### src/rtl/ssr_interrogation_encoder_if.sv
// Mode-sequencer to interrogation-encoder link: sequencer stream in, pulse drives and frame tags out.
interface ssr_interrogation_encoder_if;
    logic [3:0] mode;
    logic       oddeven;
    logic       stop;
    logic       sls_en;
    logic       p13;
    logic       p2;
    logic       busy;
    logic       done;
    logic [3:0] mode_tag;
    logic       phase_tag;
    logic       err;
    logic       overrun;

    modport master (
        output mode, oddeven, stop, sls_en,
        input  p13, p2, busy, done, mode_tag, phase_tag, err, overrun
    );

    modport slave (
        input  mode, oddeven, stop, sls_en,
        output p13, p2, busy, done, mode_tag, phase_tag, err, overrun
    );
endinterface

### src/rtl/ssr_interrogation_encoder.sv
// SSR interrogation encoder: converts the one-hot mode stream into a P1/P3 (+ optional P2)
// pulse frame per PRI slot, tagging each frame with its mode and interlace phase.
module ssr_interrogation_encoder #(
    parameter int unsigned PW     = 16,
    parameter int unsigned P2_OFF = 40,
    parameter int unsigned T1     = 60,
    parameter int unsigned T2     = 100,
    parameter int unsigned T3A    = 160,
    parameter int unsigned TC     = 420,
    parameter int unsigned CW     = 10
) (
    input  logic clk,
    input  logic rst,
    ssr_interrogation_encoder_if.slave bus
);

    localparam logic [1:0] StIdle = 2'd0;
    localparam logic [1:0] StEmit = 2'd1;
    localparam logic [1:0] StDone = 2'd2;

    localparam logic [CW-1:0] PwC   = CW'(PW);
    localparam logic [CW-1:0] P2C   = CW'(P2_OFF);
    localparam logic [CW-1:0] T1C   = CW'(T1);
    localparam logic [CW-1:0] T2C   = CW'(T2);
    localparam logic [CW-1:0] T3AC  = CW'(T3A);
    localparam logic [CW-1:0] TcC   = CW'(TC);
    localparam logic [CW-1:0] One   = CW'(1);
    localparam logic [CW-1:0] Zero  = '0;

    logic [1:0]    state_q, state_d;
    logic [CW-1:0] cnt_q, cnt_d;
    logic [3:0]    mode_tag_q, mode_tag_d;
    logic          phase_tag_q, phase_tag_d;
    logic          sls_q, sls_d;
    logic          stop_dly_q;
    logic [3:0]    mode_prev_q;
    logic          p13_q, p13_d;
    logic          p2_q, p2_d;
    logic          err_q, err_d;
    logic          overrun_q, overrun_d;
    logic          launch, one_hot;
    logic [CW-1:0] tm_q, tm_d;

    function automatic logic [CW-1:0] t_of(input logic [3:0] m);
        case (m)
            4'b0001: t_of = T1C;
            4'b0010: t_of = T2C;
            4'b0100: t_of = T3AC;
            default: t_of = TcC;
        endcase
    endfunction

    function automatic logic in_win(input logic [CW-1:0] c, input logic [CW-1:0] s);
        in_win = (c >= s) && (c < s + PwC);
    endfunction

    always_comb begin
        // A launch is either a sequence start (mode leaves 0) or the slot after a stop tick.
        launch  = (bus.mode != 4'd0) && (stop_dly_q || (mode_prev_q == 4'd0));
        one_hot = (bus.mode & (bus.mode - 4'd1)) == 4'd0;

        state_d     = state_q;
        cnt_d       = cnt_q;
        mode_tag_d  = mode_tag_q;
        phase_tag_d = phase_tag_q;
        sls_d       = sls_q;
        err_d       = 1'b0;
        overrun_d   = 1'b0;
        tm_q        = t_of(mode_tag_q);

        case (state_q)
            StIdle: begin
                if (launch) begin
                    if (one_hot) begin
                        state_d     = StEmit;
                        cnt_d       = Zero;
                        mode_tag_d  = bus.mode;
                        phase_tag_d = bus.oddeven;
                        sls_d       = bus.sls_en;
                    end else begin
                        err_d = 1'b1;
                    end
                end
            end
            StEmit: begin
                overrun_d = launch;
                if (cnt_q == tm_q + PwC - One) begin
                    state_d = StDone;
                end else begin
                    cnt_d = cnt_q + One;
                end
            end
            StDone: begin
                overrun_d = launch;
                state_d   = StIdle;
            end
            default: state_d = StIdle;
        endcase

        // Pulse outputs are registered from next-state so they align with busy and cnt.
        tm_d  = t_of(mode_tag_d);
        p13_d = (state_d == StEmit) && (in_win(cnt_d, Zero) || in_win(cnt_d, tm_d));
        p2_d  = (state_d == StEmit) && sls_d && in_win(cnt_d, P2C);
    end

    always_ff @(posedge clk or posedge rst) begin
        if (rst) begin
            state_q     <= StIdle;
            cnt_q       <= Zero;
            mode_tag_q  <= 4'd0;
            phase_tag_q <= 1'b0;
            sls_q       <= 1'b0;
            stop_dly_q  <= 1'b0;
            mode_prev_q <= 4'd0;
            p13_q       <= 1'b0;
            p2_q        <= 1'b0;
            err_q       <= 1'b0;
            overrun_q   <= 1'b0;
        end else begin
            state_q     <= state_d;
            cnt_q       <= cnt_d;
            mode_tag_q  <= mode_tag_d;
            phase_tag_q <= phase_tag_d;
            sls_q       <= sls_d;
            stop_dly_q  <= bus.stop;
            mode_prev_q <= bus.mode;
            p13_q       <= p13_d;
            p2_q        <= p2_d;
            err_q       <= err_d;
            overrun_q   <= overrun_d;
        end
    end

    assign bus.p13       = p13_q;
    assign bus.p2        = p2_q;
    assign bus.busy      = (state_q == StEmit);
    assign bus.done      = (state_q == StDone);
    assign bus.mode_tag  = mode_tag_q;
    assign bus.phase_tag = phase_tag_q;
    assign bus.err       = err_q;
    assign bus.overrun   = overrun_q;

endmodule

### src/flat_wrapper.sv
// flat-port wrapper written by rule: the top's interface ports become plain ports
module ssr_interrogation_encoder_flat 
#(
    parameter int unsigned PW     = 16,
    parameter int unsigned P2_OFF = 40,
    parameter int unsigned T1     = 60,
    parameter int unsigned T2     = 100,
    parameter int unsigned T3A    = 160,
    parameter int unsigned TC     = 420,
    parameter int unsigned CW     = 10
)
  (clk, rst, bus_mode, bus_oddeven, bus_stop, bus_sls_en, bus_p13, bus_p2, bus_busy, bus_done, bus_mode_tag, bus_phase_tag, bus_err, bus_overrun);
  ssr_interrogation_encoder_if bus_i ();
  input  logic clk;
  input  logic rst;
  input wire logic [$bits(bus_i.mode)-1:0] bus_mode;
  input wire logic [$bits(bus_i.oddeven)-1:0] bus_oddeven;
  input wire logic [$bits(bus_i.stop)-1:0] bus_stop;
  input wire logic [$bits(bus_i.sls_en)-1:0] bus_sls_en;
  output wire logic [$bits(bus_i.p13)-1:0] bus_p13;
  output wire logic [$bits(bus_i.p2)-1:0] bus_p2;
  output wire logic [$bits(bus_i.busy)-1:0] bus_busy;
  output wire logic [$bits(bus_i.done)-1:0] bus_done;
  output wire logic [$bits(bus_i.mode_tag)-1:0] bus_mode_tag;
  output wire logic [$bits(bus_i.phase_tag)-1:0] bus_phase_tag;
  output wire logic [$bits(bus_i.err)-1:0] bus_err;
  output wire logic [$bits(bus_i.overrun)-1:0] bus_overrun;
  assign bus_i.mode = bus_mode;
  assign bus_i.oddeven = bus_oddeven;
  assign bus_i.stop = bus_stop;
  assign bus_i.sls_en = bus_sls_en;
  assign bus_p13 = bus_i.p13;
  assign bus_p2 = bus_i.p2;
  assign bus_busy = bus_i.busy;
  assign bus_done = bus_i.done;
  assign bus_mode_tag = bus_i.mode_tag;
  assign bus_phase_tag = bus_i.phase_tag;
  assign bus_err = bus_i.err;
  assign bus_overrun = bus_i.overrun;
  ssr_interrogation_encoder #(.PW(PW), .P2_OFF(P2_OFF), .T1(T1), .T2(T2), .T3A(T3A), .TC(TC), .CW(CW)) u_core (.clk(clk), .rst(rst), .bus(bus_i));
endmodule
### config.mk
export PLATFORM = sky130hd
export DESIGN_NAME = ssr_interrogation_encoder_flat
export DESIGN_NICKNAME = d
export VERILOG_FILES = /design/src/rtl/ssr_interrogation_encoder_if.sv /design/src/rtl/ssr_interrogation_encoder.sv /design/src/flat_wrapper.sv
export SDC_FILE = /design/constraint.sdc
export NUM_CORES = 1
export LEC_CHECK = 0
export ABC_CLOCK_PERIOD_IN_PS = 11700
export CAP_MARGIN = 20
export CORE_ASPECT_RATIO = 0.6
export CORE_MARGIN = 2
export CORE_UTILIZATION = 30
export CTS_CLUSTER_SIZE = 8
export DETAILED_ROUTE_END_ITERATION = 8
export SKIP_CTS_REPAIR_TIMING = 1
export SYNTH_ARGS = -nofsm -noshare
export SYNTH_HDL_FRONTEND = slang
export SYNTH_SLANG_ARGS = --single-unit
export TNS_END_PERCENT = 30
### constraint.sdc
create_clock -name clk -period 11.7 [get_ports clk]
set_clock_uncertainty 0.05 [all_clocks]
set_input_delay 2.34 -clock clk [delete_from_list [all_inputs] [get_ports clk]]
set_output_delay 2.34 -clock clk [all_outputs]
set_load 0.03 [all_outputs]
==> metrics.csv <==
stage;metric;value;unit
layout;fin area;2530;um^2
pwr;P_sw;317;uW
cts;clk sinks;27;
die;io pins;20;
cts;Clock Tree Buf Depth;2;
synthesis;Post-Synthesis Net Count;269;
layout;antenna diode count;0;
synthesis;Post-synth ARST share;100;%
routing;drt via density;5.28;
pwr;pwr/cell area;258;nW/um^2
outcome;outcome;completed;
synthesis;prevailing post-synth register cell;dfrtp_1;
cts;Root Buffer;clkbuf_16;
layout;Area growth syn-to-layout;16.0;%
timing;Slew @ Worst Pin;0.781;ns
routing;initial DRC count;134;
run;Max-Cap Viols;0;
die;Die Y-Extent;70.1;um
setup_path;critical path class;primary input to register;
routing;WL met1;2960;um
routing;DRT Pass-1 Iters;4;
routing;# DRC;0;
die;Die Wd;114;um
global_route;vias in the first global route;1597;
die;core area;7150;um^2
placed_design;port bufs;19;
synthesis;Post-Synthesis Cells;240;
setup_path;Worst path max stage delay;0.68;ns
setup_path;CP startpoint kind;primary input;
pwr;sequential power share;27.6;%
cts;total CTS buffers;3;
placed_design;placed instance area;2430;um^2
routing;drt wl/cell;15.4;um
cts;H-tree level count;1;
pwr;clock network power share;12.1;%
routing;WL met3;384;um
setup_path;worst path bufs/invs;3;
timing;Slew headroom;47.6;%
routing;top sig layer;met4;
global_route;first-pass GRT wire length;8510;um
worst_hold_path;hold crit path type;register to register;
pwr;Int Pwr;338;uW
die;Cell Rows;24;
layout;# fillers;709;
setup_path;Crit. End Element;register;
cts;CTS tree;done;
setup_path;Critical Path RT;11.83;ns
timing;# setup viols final;0;
layout;commonest non-fill, non-tap cell in the layout;dfrtp_1;
global_route;total gr overflow;0;
cts;Reg clk slew, reported paths;0.07;ns
synthesis;Syn Area/Cell;9.10;um^2
routing;final wirelength;5330;um
synthesis;Netlist cell types;65;
die;Starting Density;30.6;%
global_route;antenna violations before repair;0;
pwr;Net Sw Frac;48.4;%
setup_path;CP cell instances;clkdlybuf4s50_1 > nor3_1 > nor2_1 > nor3_2 > mux2i_1 > inv_1 > nor3_1 > inv_1 > ha_1 > nand3_1 > or4b_1 > o211ai_1 > a21oi_1 > o22ai_1;
timing;Fin. Hold Viols;0;
layout;commonest non-fill, non-tap cells in the layout;dfrtp_1, nor2_1, ha_1, clkdlybuf4s50_1, inv_1;
setup_path;crit-path max FO;10;
cts;clk_lat worst skew;0.26;ns
timing;Tmin final;6.29;ns
pwr;combinational power share;60.3;%
timing;fmax;159;MHz
setup_path;Critical Path AT;6.42;ns
timing;Slew Limit Fails;0;
timing;hold_ws;0.466;ns
synthesis;sequential share of the synthesized area;30.9;%
routing;Routed Antenna Nets;0;
timing;RSZ-0062 raised after global routing;false;
global_route;total track usage;13.6;%
setup_path;CP max-delay cell;nor3_2;
setup_path;CP delay by family, top;simple AND/OR/NAND/NOR gates;
synthesis;Ys Warns;0;
routing;via count;1827;
synthesis;Post-synth EDFFs;0;
pwr;Static Leak;0.00110;uW
die;Die ar.;8000;um^2
layout;share of cells above drive strength 1;12.2;%
placed_design;HPWL Detailed;4220;um
pwr;VDD IR max;0.143;mV
synthesis;Yosys reg bits;27;
timing;Final TNS setup;0;ns
placed_design;Placer Congestion;0.953;
timing;period utilization;53.7;%
synthesis;mapped cell area;2180;um^2
layout;Layout Nets;285;
routing;routed length on met2;1970;um
global_route;largest net degree at the start of global routing;28;
-- cell families after synthesis --
logic type	share of synthesized area (%)
and+or+nand+nor	22.1
AOI/OAI and AO/OA	19.4
DFF	30.9
buffers and inverters	6.13
adders and majority gates	11.5
xor gates and xnor gates	5.96
muxes	3.95
other	0.172
-- metal layers --
layer / vias to the layer above / global-route usage, %
li1: 907 / -
met2: 44 / 17.1
met3: 2 / 2.34
met4: 0 / 1.63
met1: 874 / 23.6
met5: - / 0
-- path summary, 6_finish.rpt --
path                                                   from                                to  slack [ns]  depth (start not counted)
setup reg to reg           u_core.bus.mode_tag[1]$_DFF_PP0_          u_core.bus.p13$_DFF_PP0_        6.88                         18
hold reg to reg            u_core.bus.phase_tag$_DFFE_PP0P_  u_core.bus.phase_tag$_DFFE_PP0P_        0.47                          1
setup / recovery                                bus_mode[3]          u_core.bus.p13$_DFF_PP0_        5.41                         14
min in group asynchronous                               rst         u_core.cnt_q[0]$_DFF_PP0_        2.33                          2
hold / removal             u_core.bus.phase_tag$_DFFE_PP0P_  u_core.bus.phase_tag$_DFFE_PP0P_        0.47                          1
max in group asynchronous                               rst   u_core.mode_prev_q[0]$_DFF_PP0_        8.82                          3
-- sequential cells by signal (all words and copies together), names as in the netlist, 2 cells and up --
name	flops
u_core.bus.mode_tag	4
u_core.state_q	2
u_core.mode_prev_q	4
u_core.cnt_q	10
-- through the flow --
stage | std cells | power [uW] | utilization [%] | setup slack (ns)
final | 346 | 654 | 35.5 | 5.41
after global routing | 346 | 708 | 35.5 | 5.06
after CTS | 345 | 650 | 35.1 | 5.44
after detailed placement | 341 | 569 | 33.9 | 5.15
after global placement | 341 | 566 | 33.9 | 5.33
after floorplan | 240 | 470 | - | 6.10
-- worst reg2reg max path, stage by stage (launching register included) --
cell and delay [ns]:
dfrtp_1 0.69, nand2b_1 0.12, or3_2 0.44, ha_1 0.26
nand2b_4 0.11, nor2_1 0.05, ha_1 0.28, xnor2_1 0.14
a211oi_1 0.23, nand3_1 0.12, nor3b_2 0.49, o21ai_0 0.20
a31o_2 0.31, ha_1 0.27, nand3_1 0.10, or4b_1 0.48
o211ai_1 0.17, a21oi_1 0.08, o22ai_1 0.16
-- area by class of cell --
cell class | instances | area (um^2) | area share [%]
repair buffers | 21 | 225 | 8.89
flip-flops and latches | 27 | 676 | 26.7
multi-input cells | 186 | 1380 | 54.3
clock inverters | 1 | 5.00 | 0.198
well taps | 91 | 114 | 4.49
clock buffers | 3 | 75.1 | 2.96
inverters | 17 | 63.8 | 2.52
-- synthesized netlist by cell type (all sizes together), types with 2 or more instances --
cell type	number	area, um^2
dfrtp	27	676
nor2	22	82.6
ha	20	250
inv	17	63.8
nand2	13	48.8
nand3	13	65.1
a21oi	10	50.1
o21ai	10	50.1
xor2	8	77.6
buf	7	46.3
nor3	7	40.0
xnor2	6	52.6
a211oi	5	47.5
mux2	5	56.3
nor3b	5	42.5
or4	4	38.8
a22o	3	26.3
clkbuf	3	23.8
mux2i	3	30.0
nand2b	3	26.3
nand4	3	18.8
o211ai	3	22.5
o21a	3	22.5
a21o	2	15.0
a31o	2	17.5
a31oi	2	12.5
and3	2	12.5
nor4b	2	17.5
o211a	2	20.0
o21bai	2	15.0
o31ai	2	15.0
o32ai	2	17.5
or3	2	15.0
-- power groups by stage --
stage | Sequential [uW] | Combinational (uW) | Clock, uW
after global routing | 190 | 433 | 84.4
after detailed placement | 182 | 387 | 0
after CTS | 181 | 389 | 80.2
after floorplan | 168 | 302 | 0
after global placement | 181 | 385 | 0
final | 181 | 395 | 79.0
Power figures use the tool's default switching activity.
